`src/rtl/fifo_write_arbiter.sv`:
```
// Round-robin arbiter that hands a single FIFO write port to one of NUM_REQ
// requesters for bursts of up to MAX_BURST words, with same-edge regrant on release.
module fifo_write_arbiter #(
  parameter int NUM_REQ    = 4,
  parameter int DATA_WIDTH = 8,
  parameter int MAX_BURST  = 4
) (
  input  logic                            w_Clk,
  input  logic                            w_Rst,
  input  logic [NUM_REQ-1:0]              req_Valid,
  input  logic [NUM_REQ-1:0]              req_Last,
  input  logic [NUM_REQ*DATA_WIDTH-1:0]   req_Data,
  output logic [NUM_REQ-1:0]              req_Ready,
  input  logic                            fifo_Full,
  output logic                            w_Inc,
  output logic [DATA_WIDTH-1:0]           w_Data,
  output logic                            grant_Valid,
  output logic [$clog2(NUM_REQ)-1:0]      grant_Id
);

  localparam int ID_W  = $clog2(NUM_REQ);
  localparam int CNT_W = $clog2(MAX_BURST) + 1;
  localparam logic [ID_W:0]    NUM_REQ_X = (ID_W+1)'(NUM_REQ);
  localparam logic [CNT_W-1:0] CNT_LAST  = CNT_W'(MAX_BURST - 1);

  typedef enum logic {IDLE = 1'b0, BURST = 1'b1} state_t;

  state_t            state_q, state_d;
  logic [ID_W-1:0]   grant_id_q, grant_id_d;
  logic [ID_W-1:0]   last_id_q, last_id_d;
  logic [CNT_W-1:0]  cnt_q, cnt_d;

  logic [ID_W-1:0]   rr_base, rr_id;
  logic [ID_W:0]     rr_idx;
  logic              rr_any;
  logic              cur_valid, cur_last, release_now;

  // Walk from the farthest candidate to the nearest so the first requester after
  // rr_base wins; the base itself comes last, so it only wins when it is alone.
  always_comb begin
    rr_base = (state_q == BURST) ? grant_id_q : last_id_q;
    rr_any  = |req_Valid;
    rr_id   = '0;
    rr_idx  = '0;
    for (int off = NUM_REQ; off >= 1; off--) begin
      rr_idx = {1'b0, rr_base} + (ID_W+1)'(off);
      if (rr_idx >= NUM_REQ_X) rr_idx = rr_idx - NUM_REQ_X;
      if (req_Valid[rr_idx[ID_W-1:0]]) rr_id = rr_idx[ID_W-1:0];
    end
  end

  always_comb begin
    cur_valid   = req_Valid[grant_id_q];
    cur_last    = req_Last[grant_id_q];
    grant_Valid = (state_q == BURST);
    w_Inc       = grant_Valid & cur_valid & ~fifo_Full;
    req_Ready   = '0;
    w_Data      = '0;
    for (int i = 0; i < NUM_REQ; i++) begin
      if (grant_Valid && grant_id_q == ID_W'(i)) begin
        req_Ready[i] = ~fifo_Full;
        w_Data       = req_Data[i*DATA_WIDTH +: DATA_WIDTH];
      end
    end
  end

  // Abandon (granted requester not valid) releases even while the FIFO is full.
  always_comb begin
    state_d     = state_q;
    grant_id_d  = grant_id_q;
    last_id_d   = last_id_q;
    cnt_d       = cnt_q;
    release_now = 1'b0;
    case (state_q)
      IDLE: begin
        if (rr_any) begin
          state_d    = BURST;
          grant_id_d = rr_id;
          cnt_d      = '0;
        end
      end
      BURST: begin
        release_now = !cur_valid || (w_Inc && (cur_last || cnt_q == CNT_LAST));
        if (w_Inc) cnt_d = cnt_q + 1'b1;
        if (release_now) begin
          last_id_d = grant_id_q;
          cnt_d     = '0;
          if (rr_any) grant_id_d = rr_id;
          else        state_d    = IDLE;
        end
      end
      default: state_d = IDLE;
    endcase
  end

  always_ff @(posedge w_Clk or negedge w_Rst) begin
    if (!w_Rst) begin
      state_q    <= IDLE;
      grant_id_q <= '0;
      last_id_q  <= ID_W'(NUM_REQ - 1);
      cnt_q      <= '0;
    end else begin
      state_q    <= state_d;
      grant_id_q <= grant_id_d;
      last_id_q  <= last_id_d;
      cnt_q      <= cnt_d;
    end
  end

  assign grant_Id = grant_id_q;

endmodule

```
`config.mk`:
```
export PLATFORM = sky130hd
export DESIGN_NAME = fifo_write_arbiter
export DESIGN_NICKNAME = d
export VERILOG_FILES = /design/src/rtl/fifo_write_arbiter.sv
export SDC_FILE = /design/constraint.sdc
export NUM_CORES = 1
export LEC_CHECK = 0
export CELL_PAD_IN_SITES_DETAIL_PLACEMENT = 1
export CELL_PAD_IN_SITES_GLOBAL_PLACEMENT = 1
export CORE_MARGIN = 2
export CORE_UTILIZATION = 24
export DETAILED_ROUTE_END_ITERATION = 12
export PLACE_DENSITY = 0.85
export SYNTH_ARGS = -nofsm -noshare
export SYNTH_HDL_FRONTEND = slang
export SYNTH_SLANG_ARGS = --single-unit
```
`constraint.sdc`:
```
create_clock -name w_Clk -period 2.45 [get_ports w_Clk]
set_input_delay 0.6125 -clock w_Clk [delete_from_list [all_inputs] [get_ports w_Clk]]
set_output_delay 0.6125 -clock w_Clk [all_outputs]
set_load 0.01 [all_outputs]
```
==> flow_summary.toml <==
[power]
p_leak_uw = 0.000707
report.power.total_uw = 1320
powerDensity_mw_per_mm2 = 868
ir_drop_v = 0.000300

[run]
drv_cap = 0

[die]
start_util_pct = 25.0
core-area_mm2 = 0.00331
placementRows = 21
die_width_um = 62.7
io_pins = 59
die_h_um = 62.7
dieArea_mm2 = 0.00393

[critical_path]
r2r_start = "grant_Id[0]"
reg2reg_depth = 6
crit_path_start_kind = "input port"
worst-setup-path-type = "in2out"
r2r_slack_ps = 620
critPathRequiredTime_ps = 1840
worst_setup_path_end_kind = "output port"
r2r-end = "grant_Id[1]"
crit_fanout = 1
cp.arrival_ps = 1830

[grt]
use_met3_pct = 5.77
grtUsageTotal_pct = 18.7
grt_max_degree = 16
grt-busiest-layer = "met2"
grt-ovfl-total = 0
grt_first_pass_wirelength_um = 5690
antenna_found_initial = 0
grt_util_met2_pct = 32.3
use_met1_pct = 23.2
grt_pass1_vias = 1076

[hold_path]
hp-class = "reg2reg"
min_path_cells = 1
hp-start = "cnt_q[1]"
hold_end = "cnt_q[1]"

[route]
wl_per_cell_um = 18.0
vias = 947
drc = 0
drt-pass1-iter-count = 4
vias_per_cell = 4.91
antenna_left = 0
drt_iter0_drc = 22
wl_um = 3480

[logic_synthesis]
syn-num-nets = 123
synth_top_family_by_area = "multiplexers"
syn_inst = 78
synth.distinct_cells = 31
synth_mux_area_share_pct = 34.8
synth-seq-cells = 8
synth-simple-area-share_pct = 18.5
syn-cell-area_um2 = 827
synthAdderAreaFrac_pct = 3.03
synth_compound_area_share_pct = 13.5
ys_warn_count = 0
ys_seq_area_share_pct = 24.5
synth_xor_area_share_pct = 0
avgSynthCellArea_um2 = 10.6

[sta]
fmax_mhz = 410
setup_tns_ps = 0
worst_pin_slew_ps = 380
post-route-min-period_ps = 2440
whs_ps = 520
finalHoldViolCount = 0
slew_headroom_pct = 74.6
maxSlewViolCount = 0
setup_viol = 0
period_share_pct = 99.5
skew_ps = 5.48

[clock_network]
h-tree-depth = 1
cts_max_path_buffers = 2
ctsHoldBuffers = 0
clkSinkCount = 8
root_buffer = "clkbuf_4"
clock_latency_ps = 260
cts_tree = "yes"
clkTransAtPathRegs_ps = 60
numCtsBuffers = 3
cts_setup_buffers = 0

[placed_design]
gp_congestion = 0.850
place.port_buffers = 58
dp.cells = 189
dp_hpwl_um = 2860

[finish]
nNetsFinal = 193
area.growth.synth_to_final_pct = 84.0
fin_cells = 193
final_util_pct = 46.0
drive_gt1_share_pct = 32.0
antenna_cells = 0
fill_cells = 392

[run_status]
outcome = "complete, no violations"
[synth_stat cells (all sizes together)]
master / instances / area, µm²
a32o: 3 / 30.0
nand2: 4 / 15.0
nor3: 2 / 10.0
or3: 1 / 6.26
a221oi: 1 / 15.0
a22o: 1 / 8.76
nor4: 2 / 12.5
and3: 2 / 12.5
o22ai: 2 / 12.5
nor2b: 2 / 12.5
nor2: 4 / 15.0
dfstp: 2 / 52.6
inv: 5 / 18.8
and2: 10 / 62.6
mux2: 3 / 33.8
nand2b: 1 / 6.26
o21ai: 4 / 23.8
mux2i: 4 / 40.0
ha: 2 / 25.0
buf: 4 / 25.0
a32oi: 1 / 8.76
clkbuf: 1 / 3.75
dfrtp: 6 / 150
mux4: 9 / 214
o31ai: 1 / 7.51
a21oi: 1 / 5.00
[worst max-delay path by stage]
stage	cells after the start	endpoint	from
after floorplan	4	w_Data[3]	grant_Id[0]
after global placement	4	w_Inc	req_Valid[3]
after detailed placement	4	w_Inc	req_Valid[1]
after CTS	5	req_Ready[2]	grant_Id[0]
after global routing	4	req_Ready[3]	fifo_Full
final	4	w_Data[2]	req_Data[26]
[layout make-up]
class | instances | area (µm²) | area share, %
Timing Repair Buffer | 70 | 638 | 41.9
Tap cell | 46 | 57.6 | 3.78
Multi-Input combinational cell | 60 | 576 | 37.8
Inverter | 5 | 18.8 | 1.23
Sequential cell | 8 | 205 | 13.5
Clock buffer | 4 | 26.3 | 1.73
[routing by layer]
layer  routed length, µm  part of all wire, %
met1                1600                   46
met2                1640                   47
met3                 246                  7.1
met4                   0                    0
met5                   0                    0
[layout by cell type (no fill, tap or decap), drive strengths merged, types with 4 or more instances in the layout]
| master | synthesis | routed |
|---|---|---|
| and2 | 10 | 10 |
| buf | 4 | 21 |
| clkbuf | 1 | 4 |
| clkdlybuf4s50 | 0 | 34 |
| dfrtp | 6 | 6 |
| dlygate4sd2 | 0 | 10 |
| dlymetal6s2s | 0 | 5 |
| inv | 5 | 5 |
| mux2i | 4 | 4 |
| mux4 | 9 | 9 |
| nand2 | 4 | 4 |
| nor2 | 4 | 4 |
| o21ai | 4 | 4 |
[kinds of logic (layout without fill, tap and decap cells)]
| logic type | Yosys count | count (layout) |
|---|---|---|
| DFF | 8 | 8 |
| adders and majority gates | 2 | 2 |
| and+or+nand+nor | 28 | 28 |
| muxes | 16 | 16 |
| AOI/OAI and AO/OA | 14 | 14 |
| buffers and inverters | 10 | 79 |
[power by group]
group	switching, µW	internal (µW)	total (µW)
Sequential	52.9	192	245
Combinational	413	552	965
Clock	47.6	62.5	110
[sequential cells by signal (all words and copies together) (netlist names)]
register     flops
last_id_q        2
cnt_q            3
grant_Valid      1
grant_Id         2
[per-stage QoR]
stage / worst slack, ps / cell area, µm²
3_5_place_dp: -379 / 1540
6_report: 11.7 / 1520
2_1_floorplan: 399 / 827
3_3_place_gp: -369 / 1540
5_1_grt: -9.59 / 1520
4_1_cts: 1.95 / 1510
[critical path: stages]
cell,delay (ps)
clkdlybuf4s50_1,430
mux4_2,480
and2_1,170
buf_2,130
[what timing repair did]
action	in CTS	in global routing
resized for setup	53	7
setup endpoints to repair	13	4
pin swaps	1	1
Power figures use the tool's default switching activity.
